### config.mk
export PLATFORM = sky130hd
export DESIGN_NAME = sseg_disp_arb
export DESIGN_NICKNAME = d
export VERILOG_FILES = /design/src/rtl/sseg_disp_arb.sv
export SDC_FILE = /design/constraint.sdc
export NUM_CORES = 1
export LEC_CHECK = 0
export ABC_CLOCK_PERIOD_IN_PS = 4300
export CAP_MARGIN = 25
export CORE_MARGIN = 2
export CORE_UTILIZATION = 56
export DETAILED_ROUTE_END_ITERATION = 8
export PLACE_DENSITY_LB_ADDON = 0.15
export SLEW_MARGIN = 20
export SYNTH_ARGS = -nofsm -noshare
export SYNTH_HDL_FRONTEND = slang
export SYNTH_SLANG_ARGS = --single-unit
export TNS_END_PERCENT = 30
### constraint.sdc
create_clock -name clk -period 4.3 [get_ports clk]
set_input_delay 0.86 -clock clk [delete_from_list [all_inputs] [get_ports clk]]
set_output_delay 0.86 -clock clk [all_outputs]
set_load 0.005 [all_outputs]
### src/rtl/sseg_disp_arb.sv
// ---------------------------------------------------------------------------
// sseg_disp_arb
//   Time-shares one univ_sseg display between two result sources (A and B).
//   Non-preemptive round-robin arbiter with a fixed dwell time. On each grant
//   the granted source's magnitude/sign/valid is snapshotted and held on the
//   display for DWELL cycles. univ_sseg keeps its own digit-mux clock.
//
// Parameters
//   DW     width of cnt_a / cnt_b / cnt1
//   DWELL  cycles each grant is displayed (>= 1)
//   CNT_W  dwell counter width, 2**CNT_W > DWELL-1
//
// Ports
//   clk, rst                  clock, asynchronous active-high reset
//   req_a/req_b               level display requests
//   cnt_x/sign_x/valid_x      source result fields (sampled only on grant)
//   gnt_a/gnt_b               source whose snapshot is on the display
//   done_a/done_b             1-cycle pulse when that source's dwell ends
//   cnt1/sign/valid           snapshot driven to univ_sseg
//   busy                      a grant is active
// ---------------------------------------------------------------------------
module sseg_disp_arb #(
  parameter int DW    = 8,
  parameter int DWELL = 50_000_000,
  parameter int CNT_W = 26
) (
  input  logic          clk,
  input  logic          rst,
  input  logic          req_a,
  input  logic [DW-1:0] cnt_a,
  input  logic          sign_a,
  input  logic          valid_a,
  input  logic          req_b,
  input  logic [DW-1:0] cnt_b,
  input  logic          sign_b,
  input  logic          valid_b,
  output logic          gnt_a,
  output logic          gnt_b,
  output logic          done_a,
  output logic          done_b,
  output logic [DW-1:0] cnt1,
  output logic          sign,
  output logic          valid,
  output logic          busy
);

  typedef enum logic [1:0] {IDLE, SHOW_A, SHOW_B} state_t;
  typedef enum logic {SRC_A, SRC_B} src_t;

  localparam logic [CNT_W-1:0] LP_LOAD = CNT_W'(DWELL - 1);

  state_t           r_state, w_state_nxt;
  src_t             r_last, w_last_nxt;
  logic [CNT_W-1:0] r_cnt, w_cnt_nxt;
  logic [DW-1:0]    r_cnt1, w_cnt1_nxt;
  logic             r_sign, w_sign_nxt;
  logic             r_valid, w_valid_nxt;
  logic             r_gnt_a, r_gnt_b, r_busy;
  logic             r_done_a, r_done_b, w_done_a_nxt, w_done_b_nxt;
  logic             w_eval;

  // Arbitration happens from IDLE, or on the very edge the dwell expires so
  // back-to-back grants have no idle gap.
  assign w_eval = (r_state == IDLE) || (r_cnt == '0);

  always_comb begin
    // NOTE: every signal gets a default first so no path leaves it unassigned
    // (which would infer a latch).
    w_state_nxt  = r_state;
    w_last_nxt   = r_last;
    w_cnt_nxt    = r_cnt;
    w_cnt1_nxt   = r_cnt1;
    w_sign_nxt   = r_sign;
    w_valid_nxt  = r_valid;
    w_done_a_nxt = 1'b0;
    w_done_b_nxt = 1'b0;

    if (r_state != IDLE && r_cnt != '0)
      w_cnt_nxt = r_cnt - 1'b1;

    if (r_state == SHOW_A && r_cnt == '0) w_done_a_nxt = 1'b1;
    if (r_state == SHOW_B && r_cnt == '0) w_done_b_nxt = 1'b1;

    if (w_eval) begin
      w_state_nxt = IDLE;
      // A wins if it is the only requester or if B was shown last.
      if (req_a && (!req_b || r_last == SRC_B)) begin
        w_state_nxt = SHOW_A;
        w_last_nxt  = SRC_A;
        w_cnt_nxt   = LP_LOAD;
        w_cnt1_nxt  = cnt_a;
        w_sign_nxt  = sign_a;
        w_valid_nxt = valid_a;
      end else if (req_b) begin
        w_state_nxt = SHOW_B;
        w_last_nxt  = SRC_B;
        w_cnt_nxt   = LP_LOAD;
        w_cnt1_nxt  = cnt_b;
        w_sign_nxt  = sign_b;
        w_valid_nxt = valid_b;
      end
    end
  end

  // NOTE: state registers use non-blocking assignments so every flop samples
  // pre-edge values regardless of statement order.
  always_ff @(posedge clk or posedge rst) begin
    if (rst) begin
      r_state  <= IDLE;
      r_last   <= SRC_B;
      r_cnt    <= '0;
      r_cnt1   <= '0;
      r_sign   <= 1'b0;
      r_valid  <= 1'b0;
      r_gnt_a  <= 1'b0;
      r_gnt_b  <= 1'b0;
      r_busy   <= 1'b0;
      r_done_a <= 1'b0;
      r_done_b <= 1'b0;
    end else begin
      r_state  <= w_state_nxt;
      r_last   <= w_last_nxt;
      r_cnt    <= w_cnt_nxt;
      r_cnt1   <= w_cnt1_nxt;
      r_sign   <= w_sign_nxt;
      r_valid  <= w_valid_nxt;
      r_gnt_a  <= (w_state_nxt == SHOW_A);
      r_gnt_b  <= (w_state_nxt == SHOW_B);
      r_busy   <= (w_state_nxt != IDLE);
      r_done_a <= w_done_a_nxt;
      r_done_b <= w_done_b_nxt;
    end
  end

  assign gnt_a  = r_gnt_a;
  assign gnt_b  = r_gnt_b;
  assign busy   = r_busy;
  assign done_a = r_done_a;
  assign done_b = r_done_b;
  assign cnt1   = r_cnt1;
  assign sign   = r_sign;
  assign valid  = r_valid;

endmodule
==> impl_metrics.ini <==
[clock_network]
numCtsBuffers = 5
cts.sinks = 44
cts.clk_slew.worst_paths_ns = 0.08
cts_root_buf = clkbuf_8
cts_tree = done
hold_buffers = 0
cts.path.max_buffers = 2
cts_setup_buffers = 0
cts_resized = 0
insertion_delay_ns = 0.30
cts_max_level = 2

[detailed_routing]
drc_errors = 0
wl_microns = 5560
drt_iter0_markers = 244
via_count = 2078
dr.pass1.iters = 4
via_per_inst = 6.30
wl_per_cell_microns = 16.9
drt.antenna.violating_nets = 0

[grt]
grt_usage_pct = 24.9
grt_max_degree = 45
grt_pass1_vias = 2146
overflow = 0
grt_pass1_wl_microns = 9720
antenna_found_initial = 0

[logic_synthesis]
synth_top_area_share_pct = 45.4
synthTopCellsByArea = dfrtp_1, o21ai_0, mux2i_1
synth_warnings = 0
yosysSeqAreaShare_pct = 46.5
avgSynthCellArea_sq_um = 9.79
synthCells = 242
synth_area_sq_um = 2370
synth.distinct_cells = 51
synth-seq-cells = 44
synth_largest_area_cell = dfrtp_1
ys.flop_type = dfrtp_1
async_reset_ff_share_pct = 100
synth_nets = 268
synth_edf_count = 0

[timing]
fin_skew_ns = 0.00431
fin_crit_ns = 2.72
slew_headroom_pct = 32.9
setup_violations = 0
fin_ws_ns = 1.58
rsz0062_at_grt = no
setup_tns_ns = 0
fmax_ghz = 0.368
final.period_utilization_pct = 63.3
hold_viol = 0
tightest_slew_ns = 1.01
maxSlewViolCount = 0

[layout]
drive_above_1_share_pct = 8.21
regMostFlops = r_cnt
diodes = 0
nFillCells = 321
final_common_cell = dfrtp_1
area.growth.synth_to_final_pct = 21.6
largest_reg_flops = 26
fin_area_sq_um = 2880
final-seq-area_sq_um = 1100
final_cell_mix = dfrtp_1, clkdlybuf4s50_1, o21ai_0
multi_input_area_sq_um = 1170
nets = 305

[critical_path]
crit_fanout = 12
worstSetupStartpointType = flop
end_kind = flop
critical_path_class = reg -> reg
worstPathRequired_ns = 4.50
arrival_ns = 2.92

[floorplanning]
initial_core_util_pct = 58.8
rows = 23
chipWidth_microns = 69.0
dieArea_sq_um = 4770
die_h_microns = 69.0
core_region_area_sq_um = 4030
pin_count = 39

[place]
placed_area_sq_um = 2770
dp_hpwl_microns = 3930
place_congestion = 0.943
io_buffers = 38
preCtsSetupSlack_ns = 1.71

[power_and_ir_drop]
report.power.total_uw = 1050
ir_worst_vdd_uv = 281
cellLeakagePower_uw = 0.00127
power.density_nw_per_um2 = 363

[run_status]
status = finished, final reports clean

[run]
drv_cap = 0

[worst_hold_path]
hold_path_class = reg -> reg
per-stage QoR:
stage,hold WS (ns),std cells,util (%)
after detailed placement,0.499,322,68.8
after global routing,0.558,330,71.5
after floorplan,0.456,242,-
after CTS,0.516,330,71.5
final,0.514,330,71.5
after global placement,0.490,322,68.8
worst max-delay path, cell delays in order, from the launching register on:
cell and delay, ns:
dfrtp_1 0.47, nor4_4 0.53, nand4_1 0.22, o21ai_1 0.66, nand2_1 0.43, o21ai_0 0.30
layer usage:
metal,up-vias,part of all wire (%),global-route usage [%]
met1,994,45,34.5
met3,12,5.8,4.97
li1,997,-,-
met4,0,1.7,7.41
met5,-,0,0
met2,75,47,39.9
final cells by class:
class | count | share of cell area [%]
Inverter | 8 | 1.04
Clock buffer | 6 | 2.52
Timing Repair Buffer | 41 | 14.0
Tap cell | 50 | 2.17
Sequential cell | 44 | 38.3
Multi-Input combinational cell | 179 | 40.8
Clock inverter | 2 | 1.22
power by group:
| group | internal, uW | switching, uW |
|---|---|---|
| Sequential | 456 | 79.2 |
| Combinational | 94.4 | 102 |
| Clock | 173 | 142 |
path summary, 6_finish.rpt:
kind | startpoint | to | slack, ns | cells after the start
worst min-delay path | sign$_DFFE_PP0P_ | sign$_DFFE_PP0P_ | 0.51 | 2
worst max register to register | r_cnt[4]$_DFF_PP0_ | cnt1[2]$_DFFE_PP0P_ | 1.58 | 5
worst max-delay path | r_cnt[4]$_DFF_PP0_ | cnt1[2]$_DFFE_PP0P_ | 1.58 | 5
max in group asynchronous | rst | r_last$_DFFE_PP1P_ | 2.91 | 3
min in group asynchronous | rst | gnt_a$_DFF_PP0_ | 1.01 | 3
worst min register to register | sign$_DFFE_PP0P_ | sign$_DFFE_PP0P_ | 0.51 | 2
cells in the mapped netlist, types with 5 or more instances:
cell      number
nand4_1        5
nor2_1         9
o211a_1        5
and3_1         5
nor3_1        15
or3_1          8
nand2_1       10
nand3_1       10
inv_1          8
a21oi_1       13
dfrtp_1       43
nor4_1         6
o21ai_0       27
a211oi_1       6
mux2i_1       10
kinds of logic (layout without fill, tap and decap cells):
| logic type | count (synthesis) | count (layout) | synth area share [%] |
|---|---|---|---|
| multiplexers | 10 | 10 | 4.23 |
| buffers and inverters | 19 | 57 | 3.86 |
| adder cells (fa/ha/maj) | 2 | 2 | 1.06 |
| AO/OA/AOI/OAI | 77 | 77 | 21.2 |
| flip-flops | 44 | 44 | 46.5 |
| XOR/XNOR | 1 | 1 | 0.370 |
| AND/OR/NAND/NOR | 89 | 89 | 22.8 |
Power figures use the tool's default switching activity.
